File: config.mk
export PLATFORM = sky130hd
export DESIGN_NAME = interrupt_source_controller
export DESIGN_NICKNAME = d
export VERILOG_FILES = /design/src/rtl/interrupt_source_controller.sv
export SDC_FILE = /design/constraint.sdc
export NUM_CORES = 1
export LEC_CHECK = 0
export BUFFER_PORTS_ARGS = -buffer_cell sky130_fd_sc_hd__buf_2
export CORE_MARGIN = 2
export CORE_UTILIZATION = 28
export CTS_CLUSTER_SIZE = 12
export DETAILED_ROUTE_END_ITERATION = 10
export GPL_ROUTABILITY_DRIVEN = 0
export PLACE_DENSITY = 0.52
export SLEW_MARGIN = 20
export SYNTH_ARGS = -nofsm -noshare
export SYNTH_HDL_FRONTEND = slang
export SYNTH_SLANG_ARGS = --single-unit
File: constraint.sdc
create_clock -name CLK -period 1.8 [get_ports CLK]
set_input_delay 0.45 -clock CLK [delete_from_list [all_inputs] [get_ports CLK]]
set_output_delay 0.45 -clock CLK [all_outputs]
set_load 0.05 [all_outputs]
File: src/rtl/interrupt_source_controller.sv
// Interrupt source side: synchronises request lines, latches edge events as pending bits,
// and grants the highest-index unmasked pending source to the control unit one at a time.
// Edge to InterruptIn is SYNC_STAGES+2 cycles. Service is sequenced by EPCWrite, CLR and RetFromInt.
module interrupt_source_controller #(
  parameter int NUM_SRC     = 4,
  parameter int SYNC_STAGES = 2   // must be at least 2
) (
  input  logic               CLK,
  input  logic               RST_N,
  input  logic [NUM_SRC-1:0] IrqReq,
  input  logic               MaskWrite,
  input  logic [NUM_SRC-1:0] MaskData,
  input  logic               EPCWrite,
  input  logic [NUM_SRC-1:0] CLR,
  input  logic               RetFromInt,
  output logic               InterruptIn,
  output logic [NUM_SRC-1:0] InterruptHandler,
  output logic [NUM_SRC-1:0] Pending,
  output logic [NUM_SRC-1:0] IrqMask,
  output logic               InService
);

  typedef enum logic [1:0] {
    ST_IDLE    = 2'd0,
    ST_REQUEST = 2'd1,
    ST_SERVICE = 2'd2
  } state_t;

  state_t r_state;
  state_t w_state_nxt;

  // Stage 0 is the flop fed directly by the pin; the last stage is the settled value.
  logic [SYNC_STAGES-1:0][NUM_SRC-1:0] r_sync;
  logic [NUM_SRC-1:0]                  r_sync_d;
  logic [NUM_SRC-1:0]                  r_pending;
  logic [NUM_SRC-1:0]                  r_mask;
  logic [NUM_SRC-1:0]                  r_handler;
  logic [NUM_SRC-1:0]                  w_handler_nxt;
  logic [NUM_SRC-1:0]                  w_rise;
  logic [NUM_SRC-1:0]                  w_eligible;
  logic [NUM_SRC-1:0]                  w_grant;

  // Shift each request line through its synchroniser and keep one cycle of history for edge detect.
  always_ff @(posedge CLK or negedge RST_N) begin
    if (!RST_N) begin
      r_sync   <= '0;
      r_sync_d <= '0;
    end else begin
      r_sync   <= {r_sync[SYNC_STAGES-2:0], IrqReq};
      r_sync_d <= r_sync[SYNC_STAGES-1];
    end
  end

  assign w_rise     = r_sync[SYNC_STAGES-1] & ~r_sync_d;
  assign w_eligible = r_pending & ~r_mask;

  // Pending bits: a fresh edge overrides a same-cycle clear so no event is dropped.
  always_ff @(posedge CLK or negedge RST_N) begin
    if (!RST_N) begin
      r_pending <= '0;
    end else begin
      r_pending <= (r_pending & ~CLR) | w_rise;
    end
  end

  // Mask register, loaded on request.
  always_ff @(posedge CLK or negedge RST_N) begin
    if (!RST_N) begin
      r_mask <= '0;
    end else if (MaskWrite) begin
      r_mask <= MaskData;
    end
  end

  // Fixed priority: ascending scan so the highest eligible index is the one left standing.
  always_comb begin
    w_grant = '0;
    for (int i = 0; i < NUM_SRC; i++) begin
      if (w_eligible[i]) begin
        w_grant    = '0;
        w_grant[i] = 1'b1;
      end
    end
  end

  // State and granted-source registers.
  always_ff @(posedge CLK or negedge RST_N) begin
    if (!RST_N) begin
      r_state   <= ST_IDLE;
      r_handler <= '0;
    end else begin
      r_state   <= w_state_nxt;
      r_handler <= w_handler_nxt;
    end
  end

  // Next state and handler; the grant is frozen from REQUEST until return so nothing re-arbitrates mid-service.
  always_comb begin
    w_state_nxt   = r_state;
    w_handler_nxt = r_handler;
    case (r_state)
      ST_IDLE: begin
        if (|w_eligible) begin
          w_state_nxt   = ST_REQUEST;
          w_handler_nxt = w_grant;
        end
      end
      ST_REQUEST: begin
        if (EPCWrite) begin
          w_state_nxt = ST_SERVICE;
        end
      end
      ST_SERVICE: begin
        if (RetFromInt) begin
          w_state_nxt   = ST_IDLE;
          w_handler_nxt = '0;
        end
      end
      default: begin
        w_state_nxt   = ST_IDLE;
        w_handler_nxt = '0;
      end
    endcase
  end

  // Outputs decoded from the registered state so they fall immediately on async reset.
  always_comb begin
    InterruptIn = (r_state == ST_REQUEST);
    InService   = (r_state == ST_SERVICE);
  end

  assign InterruptHandler = r_handler;
  assign Pending          = r_pending;
  assign IrqMask          = r_mask;

endmodule
==> results.tsv <==
stage	metric	value	unit
global_routing	antenna_found_initial	0	
sta	fin_crit_sh	0.955	
sta	relSlewSlack	0.637	
clock_tree	cts_tree	yes	
worst_setup_path	critPathLaunchType	flop	
pwr	powerDensity	1450	nW/um^2
pwr	p_leak	0.607	nW
clock_tree	clock_path_buffers	2	
sta	finalHoldViolCount	0	
clock_tree	cts_htree_levels	1	
sta	timing.final.crit_period	1.72	ns
layout	diodes	0	
sta	fmax	581	MHz
clock_tree	clkTransAtPathRegs	0.14	ns
worst_setup_path	reg2reg_from	IrqMask[3]$_DFFE_PN0P_	
pwr	p_seq_frac	0.422	
die	fp.dieW	61.5	um
route	drc	0	
clock_tree	cts_sinks	26	
die	core_area	3100	sq um
clock_tree	worst_skew_pair.late_latency	0.32	ns
die	start_util	0.298	
clock_tree	cts-root-buf	clkbuf_4	
pwr	p_sw	0.653	mW
layout	nets	123	
worst_setup_path	path_cells	nand2b_1 -> inv_1 -> buf_2	
sta	worstMarginPinSlew	0.544	ns
worst_setup_path	ff2ff_path_depth	4	
synth	ys_seq_area_frac	0.703	
worst_setup_path	max_stage_delay	0.45	ns
die	die_area	3780	sq um
worst_setup_path	slowest_stage	dfrtp_1	
route	totalWireLength	1.57	mm
route	drtIter0Drc	13	
pwr	sw_frac_of_total	0.378	
route	dr.pass1.iters	3	
worst_setup_path	worstPathMaxFanout	5	
sta	setup_tns	0	ns
layout	drive_gt1_frac	0.410	
sta	finalSetupViolCount	0	
pwr	combPwrFrac	0.350	
die	die_h	61.5	um
pwr	p_int	1.07	mW
status	status	complete, no violations	
clock_tree	cts_setup_buffers	0	
die	fp-row-count	20	
layout	syn_to_final_growth	28.1	%
synth	syn-instance-count	71	
sta	drv_slew	0	
synth	synth_nets	88	
worst_setup_path	path_buf_inv	2	
synth	yosysWarnings	0	
synth	ys_ff_latch	26	
worst_setup_path	r2r_end	InterruptHandler[1]$_DFFE_PN0P_	
synth	synth_area	926	sq um
place	io_buffers	30	
worst_setup_path	required	1.35	ns
die	io_pins	31	
run	maxCapViolations	0	
pwr	peakVddDrop	0.578	mV
worst_setup_path	critical-path-top-delay-family	flip-flops	
global_routing	grt_overflow	0	
layout	multiInputGateArea	234	sq um
worst_setup_path	crit_type	reg -> out	
worst_hold_path	hold_class	in -> async	
worst_setup_path	crit_cells	3	
sta	rsz0062_at_grt	no	
layout	fillers	337	
layout	regArea	651	sq um
pwr	clockPowerShare	0.228	
global_routing	first_global_vias	606	
worst_setup_path	end_kind	primary output	
worst_setup_path	crit_start	r_state[0]$_DFFE_PN0P_	
route	wl_per_cell	10.5	um
layout	final_util	0.382	
worst_setup_path	crit_path_end	InService	
route	num_vias	606	
route	viasPerCell	4.07	
route	drtAntennaViolNets	0	
worst_setup_path	cp.arrival	1.27	ns
sta	fin_skew	0.000998	ns
clock_tree	cts_made_buffers	3	
synth	ys_types	19	
worst_setup_path	reg2reg_setup_slack	0.62	ns
global_routing	grt_usage	0.0951	
global_routing	grt_pass1_wl	2.59	mm
synth	postSynthAreaPerCell	13.0	sq um
global_routing	grt_max_degree	27	
-- kinds of logic after synthesis --
group / Yosys count / synth area share
buf+inv: 11 / 0.0446
simple gates: 17 / 0.104
flops: 26 / 0.703
mux: 4 / 0.0486
compound gates: 13 / 0.100
-- sequential cells by signal, indices dropped and copies added (netlist names) --
signal / flops
r_sync: 8
InterruptHandler: 4
IrqMask: 4
Pending: 4
r_sync_d: 4
r_state: 2
-- per-stage QoR --
stage                     hold WS (ns)  cells  power, mW  setup slack [ns]  instance area [sq um]
after floorplan                  0.154     71       1.19             0.440                    926
after global placement           0.333    145       1.33             0.456                   1130
after detailed placement         0.336    145       1.34             0.432                   1130
after CTS                        0.111    149       1.74            0.0518                   1180
after global routing             0.126    149       1.82            0.0144                   1190
final                           0.0918    149       1.73            0.0801                   1190
-- synth_stat cells (all sizes together) --
| library cell | count | share of area |
|---|---|---|
| nand2b | 6 | 0.043 |
| a21o | 1 | 0.0081 |
| nand4 | 1 | 0.014 |
| inv | 11 | 0.045 |
| nor2 | 5 | 0.023 |
| o22ai | 5 | 0.034 |
| o21a | 1 | 0.0095 |
| mux2 | 4 | 0.049 |
| nor3 | 1 | 0.0054 |
| a31oi | 1 | 0.0068 |
| dfrtp | 26 | 0.70 |
| o21ai | 2 | 0.015 |
| nand2 | 3 | 0.012 |
| and2 | 1 | 0.0068 |
| a211oi | 1 | 0.0081 |
| o2bb2ai | 2 | 0.019 |
-- area by class of cell --
class | count | area share
sequential | 26 | 0.549
multi-input combinational | 34 | 0.197
timing repair buffer | 30 | 0.129
tap | 44 | 0.0464
inverter | 11 | 0.0348
clock inverter | 1 | 0.0253
clock buffer | 3 | 0.0190
-- power by group through the flow --
| stage | Combinational [mW] | Sequential (mW) | Clock (mW) |
|---|---|---|---|
| after floorplan | 0.291 | 0.900 | 0 |
| after global placement | 0.594 | 0.736 | 0 |
| after detailed placement | 0.603 | 0.741 | 0 |
| after CTS | 0.605 | 0.729 | 0.408 |
| after global routing | 0.651 | 0.742 | 0.429 |
| final | 0.604 | 0.728 | 0.394 |
-- placed cells by master (no fill, tap or decap) --
| cell | count |
|---|---|
| o21ai_0 | 1 |
| nor3_1 | 1 |
| and2_1 | 1 |
| nand2_1 | 3 |
| o2bb2ai_1 | 2 |
| o21a_2 | 1 |
| nor2_2 | 1 |
| bufinv_16 | 1 |
| buf_2 | 29 |
| a211oi_1 | 1 |
| o22ai_1 | 5 |
| nor2_1 | 4 |
| nand4_2 | 1 |
| dfrtp_1 | 26 |
| a21o_1 | 1 |
| nand2b_1 | 5 |
| o21ai_2 | 1 |
| a31oi_1 | 1 |
| clkbuf_4 | 4 |
| nand2b_2 | 1 |
| mux2_2 | 4 |
| inv_1 | 11 |
-- worst min-delay path by stage --
stage / from / endpoint / cells after the start
final: RST_N / InterruptHandler[3]$_DFFE_PN0P_ / 1
after global routing: RST_N / InterruptHandler[3]$_DFFE_PN0P_ / 1
after CTS: RST_N / r_sync_d[0]$_DFF_PN0_ / 1
after detailed placement: r_sync[0]$_DFF_PN0_ / r_sync[4]$_DFF_PN0_ / 0
after global placement: r_sync[0]$_DFF_PN0_ / r_sync[4]$_DFF_PN0_ / 0
after floorplan: RST_N / InterruptHandler[0]$_DFFE_PN0P_ / 0
-- what timing repair did --
item                                    CTS  global route
endpoints found under the setup margin    0             1
hold buffers                              0             0
resized for setup                         0             1
-- routing by layer --
metal | vias up | wire length (um) | global-route usage
li1 | 301 | - | -
met5 | - | 0 | 0
met2 | 22 | 717 | 0.143
met4 | 0 | 0 | 0.00912
met3 | 0 | 129 | 0.0483
met1 | 283 | 724 | 0.129
Power figures use the tool's default switching activity.
